`src/rtl/arith_dec_pkg.sv`:
```
// Shared definitions for the arithmetic-decoder renormalization stage.
package arith_dec_pkg;

   localparam int unsigned RANGE_W     = 9;
   localparam int unsigned VALUE_W_DEF = 16;
   localparam int unsigned SHIFT_W     = 3;
   localparam int unsigned BN_W        = 4;
   localparam int unsigned BYTE_W      = 8;

   localparam logic signed [BN_W-1:0]   BN_INIT       = -4'sd8;
   localparam logic [SHIFT_W-1:0]       SHIFT_ILLEGAL = 3'd7;

   typedef enum logic [2:0] {
      ST_IDLE,
      ST_INIT0,
      ST_INIT1,
      ST_READY,
      ST_FETCH,
      ST_RESP
   } state_e;

endpackage

```
`src/rtl/arith_renorm_refill.sv`:
```
// Range/value renormalization with at most one bitstream byte refill per request.
module arith_renorm_refill
   import arith_dec_pkg::*;
#(
   parameter int unsigned RANGE_INIT = 510,
   parameter int unsigned VALUE_W    = VALUE_W_DEF
) (
   input  logic               clk,
   input  logic               rst_n,
   input  logic               init,
   input  logic               byte_valid,
   output logic               byte_ready,
   input  logic [BYTE_W-1:0]  byte_data,
   input  logic               req_valid,
   output logic               req_ready,
   input  logic [RANGE_W-1:0] req_range,
   input  logic [VALUE_W-1:0] req_value,
   input  logic [SHIFT_W-1:0] req_shift,
   output logic               rsp_valid,
   input  logic               rsp_ready,
   output logic [RANGE_W-1:0] rsp_range,
   output logic [VALUE_W-1:0] rsp_value,
   output logic               err
);

   state_e                 state_q, state_d;
   logic [RANGE_W-1:0]     range_q, range_d;
   logic [VALUE_W-1:0]     value_q, value_d;
   logic signed [BN_W-1:0] bn_q, bn_d;
   logic signed [BN_W-1:0] bn_acc;
   logic                   err_q, err_d;
   logic                   byte_ready_q, byte_ready_d;
   logic                   req_ready_q, req_ready_d;
   logic                   rsp_valid_q, rsp_valid_d;

   // Next-state, datapath and registered handshake flags
   always_comb begin
      state_d  = state_q;
      range_d  = range_q;
      value_d  = value_q;
      bn_d     = bn_q;
      err_d    = err_q;
      bn_acc   = bn_q + BN_W'(req_shift);

      unique case (state_q)
         ST_IDLE: ;
         ST_INIT0: begin
            if (byte_valid) begin
               value_d = VALUE_W'(byte_data);
               state_d = ST_INIT1;
            end
         end
         ST_INIT1: begin
            if (byte_valid) begin
               value_d = {value_q[VALUE_W-BYTE_W-1:0], byte_data};
               range_d = RANGE_W'(RANGE_INIT);
               bn_d    = BN_INIT;
               state_d = ST_READY;
            end
         end
         ST_READY: begin
            if (req_valid) begin
               if (req_shift == SHIFT_ILLEGAL) begin
                  err_d = 1'b1;
               end else begin
                  range_d = req_range << req_shift;
                  value_d = req_value << req_shift;
                  bn_d    = bn_acc;
                  // A non-negative counter means the shifted-in bits must come from a new byte
                  state_d = bn_acc[BN_W-1] ? ST_RESP : ST_FETCH;
               end
            end
         end
         ST_FETCH: begin
            if (byte_valid) begin
               value_d = value_q + (VALUE_W'(byte_data) << bn_q[2:0]);
               bn_d    = bn_q + BN_INIT;
               state_d = ST_RESP;
            end
         end
         ST_RESP: begin
            if (rsp_ready) state_d = ST_READY;
         end
         default: state_d = ST_IDLE;
      endcase

      // Init restarts the slice from any state
      if (init) begin
         state_d = ST_INIT0;
         range_d = RANGE_W'(RANGE_INIT);
         bn_d    = BN_INIT;
      end

      byte_ready_d = (state_d == ST_INIT0) || (state_d == ST_INIT1) || (state_d == ST_FETCH);
      req_ready_d  = (state_d == ST_READY);
      rsp_valid_d  = (state_d == ST_RESP);
   end

   always_ff @(posedge clk or negedge rst_n) begin
      if (!rst_n) begin
         state_q      <= ST_IDLE;
         range_q      <= RANGE_W'(RANGE_INIT);
         value_q      <= '0;
         bn_q         <= BN_INIT;
         err_q        <= 1'b0;
         byte_ready_q <= 1'b0;
         req_ready_q  <= 1'b0;
         rsp_valid_q  <= 1'b0;
      end else begin
         state_q      <= state_d;
         range_q      <= range_d;
         value_q      <= value_d;
         bn_q         <= bn_d;
         err_q        <= err_d;
         byte_ready_q <= byte_ready_d;
         req_ready_q  <= req_ready_d;
         rsp_valid_q  <= rsp_valid_d;
      end
   end

   assign byte_ready = byte_ready_q;
   assign req_ready  = req_ready_q;
   assign rsp_valid  = rsp_valid_q;
   assign rsp_range  = range_q;
   assign rsp_value  = value_q;
   assign err        = err_q;

endmodule

```
`config.mk`:
```
export PLATFORM = sky130hd
export DESIGN_NAME = arith_renorm_refill
export DESIGN_NICKNAME = d
export VERILOG_FILES = /design/src/rtl/arith_dec_pkg.sv /design/src/rtl/arith_renorm_refill.sv
export SDC_FILE = /design/constraint.sdc
export NUM_CORES = 1
export LEC_CHECK = 0
export CORE_ASPECT_RATIO = 0.5
export CORE_MARGIN = 1
export CORE_UTILIZATION = 38
export CTS_BUF_LIST = sky130_fd_sc_hd__clkbuf_16
export DETAILED_ROUTE_END_ITERATION = 16
export SYNTH_ARGS = -nofsm -noshare
export SYNTH_HDL_FRONTEND = slang
export SYNTH_SLANG_ARGS = --single-unit
```
`constraint.sdc`:
```
create_clock -name clk -period 3.2 [get_ports clk]
set_clock_uncertainty 0.1 [all_clocks]
set_input_delay 0.64 -clock clk [delete_from_list [all_inputs] [get_ports clk]]
set_output_delay 0.64 -clock clk [all_outputs]
set_load 0.02 [all_outputs]
```
======== Word level (Yosys, flattened, before mapping) ========
Cells that the tools add are included.
word-level totals
  output and inout port bits .............. 29
  input port bits ......................... 42
  flip-flop bits (word level) ............. 36
  word-level logic and storage cells ...... 70
cells by class
  add/sub/neg operators ................... 3
  multiplexer cells ....................... 26
  shift operators ......................... 3
  eq/ne operators ......................... 20
  reduce and logical (&&, ||, !) cells .... 10
operators with widths
  operator                                                         count
  16-bit 2-to-1 mux                                                5
  16-bit one-hot mux with 4 select lines                           1
  9-bit 2-to-1 mux                                                 4
  3-bit 2-to-1 mux                                                 7
  4-bit 2-to-1 mux                                                 5
  3-bit one-hot mux with 6 select lines                            1
  9-bit one-hot mux with 2 select lines                            1
  16-bit adder                                                     1
  16-bit by 3-bit left shift with 16-bit output                    1
  8-bit by 3-bit left shift with 16-bit output                     1
  3-bit == test, second input constant                             5
  3-bit by 2-bit == test with 1-bit output, second input constant  4
  3-bit != test, second input constant                             4
  4-bit one-hot mux with 3 select lines                            1
  2-bit != test, second input constant                             5
  9-bit by 3-bit left shift with 9-bit output                      1
  4-bit nonzero test                                               2
  3-bit by 1-bit == test with 1-bit output, second input constant  2
  6-bit AND reduction                                              1
  5-bit AND reduction                                              1
  4-bit by 3-bit adder with 4-bit output                           1
  4-bit adder, second input constant                               1
  4-bit AND reduction                                              1
  3-bit zero test                                                  1
  4 further kinds                                                  5

======== Logic depth before layout (Yosys ltp) ========
  depth in word-level cells ............... 9
  gate-level depth with buffers ........... 13
  depth with buffers taken out ............ 11

======== Least setup slack after synthesis ========
OpenSTA, ideal clock, no wires.
  path type ............................... register to register
  from .................................... reg bn_q[0]
  to ...................................... reg value_q[11] (netlist: rsp_value[11])
  arrival ................................. 2.944 ns
  setup slack ............................. 0.087 ns
  path buffers ............................ 2
  period minus slack after synthesis ...... 3.113 ns
  stages on the path, launching flop included .. 12
  data required time ...................... 3.031 ns
  cell sequence ........................... dfrtp_1 > clkbuf_1 > mux2_2 > o21ai_0 > o22ai_1 > ha_1 > o21a_1 > or2_2 > clkbuf_1 > a2111o_1 > a21o_1 > nand3_1
between the ends
  cells in the longest elaborated chain, start to end .. 4
RTL lines
  what                                          RTL line                    RTL
  start: declaration                            arith_renorm_refill.sv:29   logic signed [BN_W-1:0] bn_q, bn_d;
  start signal: assignment                      arith_renorm_refill.sv:113  bn_q <= bn_d;
  8-bit by 3-bit left shift with 16-bit output  arith_renorm_refill.sv:76   value_d = value_q + (VALUE_W'(byte_data) << bn_q[2:0]);
  16-bit adder                                  arith_renorm_refill.sv:76
  16-bit 2-to-1 mux                             arith_renorm_refill.sv:75   if (byte_valid) begin
  16-bit one-hot mux with 4 select lines        arith_renorm_refill.sv:45   unique case (state_q)
  end signal: assignment                        arith_renorm_refill.sv:112  value_q <= value_d;
  end: declaration                              arith_renorm_refill.sv:28   logic [VALUE_W-1:0] value_q, value_d;
No other way between the ends. The select of a mux whose other input is x is not followed.
A chain may end at the register's enable or synchronous reset.

======== Final worst setup path ========
  from .................................... in byte_data[4]
  to ...................................... reg value_q[9] (netlist: rsp_value[9])
between the ends
  cells in the longest elaborated chain, start to end .. 4
RTL lines
  what                                          RTL line                   RTL
  start: declaration                            arith_renorm_refill.sv:13  input logic [BYTE_W-1:0] byte_data,
  8-bit by 3-bit left shift with 16-bit output  arith_renorm_refill.sv:76
  16-bit adder                                  arith_renorm_refill.sv:76
  16-bit 2-to-1 mux                             arith_renorm_refill.sv:75
  16-bit one-hot mux with 4 select lines        arith_renorm_refill.sv:45
No other way between the ends. The select of a mux whose other input is x is not followed.

==> flow_summary.json <==
{
  "fillers": 819,
  "cts_root_buffer": "clkbuf_16",
  "crit_fanout": 4,
  "leakagePower_nw": 2.20,
  "avgSynthCellArea_sq_um": 8.61,
  "worst_skew_pair.late_latency_ns": 0.29,
  "synth.ff_latch_count": 36,
  "start_util": 0.406,
  "intPower_mw": 1.49,
  "critPathRequiredTime_ns": 3.27,
  "ys_seq_area_frac": 0.249,
  "hold_class": "primary input to asynchronous set/reset pin",
  "cts_tree": "yes",
  "globalRouteOverflowTotal": 0,
  "fp.coreArea_sq_um": 9040,
  "place_ws_ns": -0.223,
  "synth_top_area_frac": 0.184,
  "first_iter_violations": 262,
  "drt_pass1_iterations": 5,
  "wl_per_cell_um": 17.7,
  "rsz0062_at_grt": "yes",
  "power_density_nw_per_um2": 480,
  "num_vias": 3789,
  "die_w_um": 141,
  "drive_gt1_frac": 0.208,
  "yosysUniqueCellTypes": 63,
  "ys.flop_type": "dfrtp_1",
  "syn-num-nets": 488,
  "viasPerCell": 5.67,
  "place_hpwl_mm": 9.06,
  "fmax_mhz": 325,
  "die_h_um": 71.5,
  "grt_pass1_wl_mm": 18.5,
  "crit_type": "primary input to register",
  "finalMaxSlewViolations": 0,
  "ys_async_sr_fraction": 1.00,
  "synth_edf_count": 0,
  "io_buffers": 70,
  "whs_ns": 0.388,
  "ir_worst_vdd_v": 0.000228,
  "finalSetupViolCount": 0,
  "synthTopCellsByArea": "dfrtp_1 18%, mux2i_1 9.6%, dfstp_2 6.4%, ha_1 6.1%, mux4_2 4.9%",
  "status": "complete, no violations",
  "grt_max_degree": 37,
  "power_frac_clock": 0.235,
  "cap_violations": 0,
  "core.rowCount": 24,
  "hold_viol": 0,
  "antenna_found_initial": 0,
  "synthToLayoutAreaGrowth_pct": 38.8,
  "track_usage": 0.239,
  "grt_pass1_vias": 3491,
  "yosys_warnings": 0,
  "io_pins": 71,
  "min_period_over_period": 0.961,
  "synth_largest_area_cell": "dfrtp_1",
  "switchingPower_mw": 0.954,
  "cts_buffers": 5,
  "drc_errors": 0,
  "synth_area_sq_um": 3670,
  "clkTransAtPathRegs_ns": 0.06,
  "cts_max_level": 2,
  "antenna_left": 0,
  "diodes": 0,
  "critPathLaunchType": "primary input",
  "synthTopCellsByCount": "47 x nor2_1, 38 x nand2_1, 35 x mux2i_1",
  "combPwrFrac": 0.508,
  "fin_nets": 599,
  "clkSinkCount": 36,
  "relSlewSlack": 0.395,
  "dieArea_sq_um": 10100,
  "routed_wl_mm": 11.8,
  "synth_cells": 426,
  "crit_path_end_kind": "register",
  "place.gp.congestion": 0.869,
  "synth_most_common_cell": "nor2_1",
  "seq_power_share": 0.257,
  "swShare": 0.391,
  "cts_max_path_buffers": 2,
  "setup_ws_ns": 0.124,
  "worst_slew_pin_slew_ns": 0.908,
  "crit_arrival_ns": 3.15,
  "final.min_clock_period_ns": 3.08
}
-- state kept, by name, indices dropped and copies added (netlist names) --
signal,flops
rsp_value,16
rsp_range,9
bn_q,4
state_q,3
byte_ready,1
err,1
req_ready,1
rsp_valid,1
-- layout make-up --
class / count / area (sq um) / area share
flip-flops and latches: 36 / 912 / 0.179
clock inverters: 3 / 38.8 / 0.00762
inverters: 11 / 41.3 / 0.00811
multi-input cells: 352 / 2640 / 0.518
well taps: 130 / 163 / 0.0320
clock buffers: 5 / 125 / 0.0246
repair buffers: 131 / 1170 / 0.231
-- cells in the final DEF, fill, tap and decap left out, drive strengths merged, types with 4 or more instances in the layout --
cell,count
mux2,8
ha,18
nor2,48
clkbuf,5
a21oi,28
nor3,5
nand2,38
buf,62
o21ai,21
nor2b,5
a211oi,4
a31oi,9
mux4,11
dfstp,9
nand3,14
o21a,5
a211o,4
o211ai,9
a21o,9
nand3b,5
clkdlybuf4s50,66
a22oi,9
xnor2,4
mux2i,35
nand4,6
inv,12
xor2,5
o221ai,5
dfrtp,27
or2,4
-- power groups by stage --
stage	Sequential [mW]	Clock (mW)	Combinational, mW
global placement	0.631	0	1.16
finish	0.627	0.573	1.24
CTS	0.623	0.583	1.16
detailed placement	0.630	0	1.15
floorplan	0.665	0	0.606
global route	0.635	0.605	1.33
-- cells by family (layout without fill, tap and decap cells) --
group,count (synthesis),count (layout),synth area share
muxes,54,54,0.192
xor gates and xnor gates,9,9,0.0215
adders and majority gates,20,20,0.0723
buffers and inverters,38,150,0.0457
and+or+nand+nor,140,140,0.182
DFF,36,36,0.249
AOI/OAI and AO/OA,129,129,0.238
-- repair_timing --
item | in CTS | in global routing
buffers inserted | 0 | 4
setup endpoints to repair | 0 | 8
hold buffers | 0 | 0
gates resized for setup | 0 | 16
-- final timing paths --
check / cells after the start / end / slack [ns] / from
max in group asynchronous: 1 / rsp_value[1] / 2.05 / rst_n
min in group clk: 1 / err / 0.40 / err
max reg2reg: 11 / rsp_value[4] / 0.16 / bn_q[0]
min: 1 / bn_q[0] / 0.39 / rst_n
min reg2reg: 1 / err / 0.40 / err
max: 12 / rsp_value[9] / 0.12 / byte_data[4]
-- per-stage QoR --
step	util	setup TNS [ns]	cells	cell area (sq um)	total power [mW]
after floorplan	-	0	426	3670	1.27
final	0.563	0	668	5090	2.44
after CTS	0.554	0	664	5000	2.37
after global routing	0.563	-0.00684	668	5090	2.57
after global placement	0.535	-1.45	656	4840	1.79
after detailed placement	0.535	-1.56	656	4840	1.78
-- layer usage --
layer	wire [um]	track usage	vias to the layer above
met3	785	0.0541	7
met1	5860	0.354	1842
met2	5070	0.358	104
met5	0	0	-
li1	-	-	1836
met4	85	0.0411	0
-- worst max-delay path, stage by stage --
cell             delay [ns]
clkdlybuf4s50_1        0.42
buf_4                  0.16
mux2i_4                0.17
nand2_1                0.07
nand2_1                0.11
o22ai_1                0.09
ha_1                   0.36
o211ai_1               0.15
o211ai_1               0.35
a31oi_1                0.15
xnor2_1                0.14
a221o_1                0.34
Power figures use the tool's default switching activity.
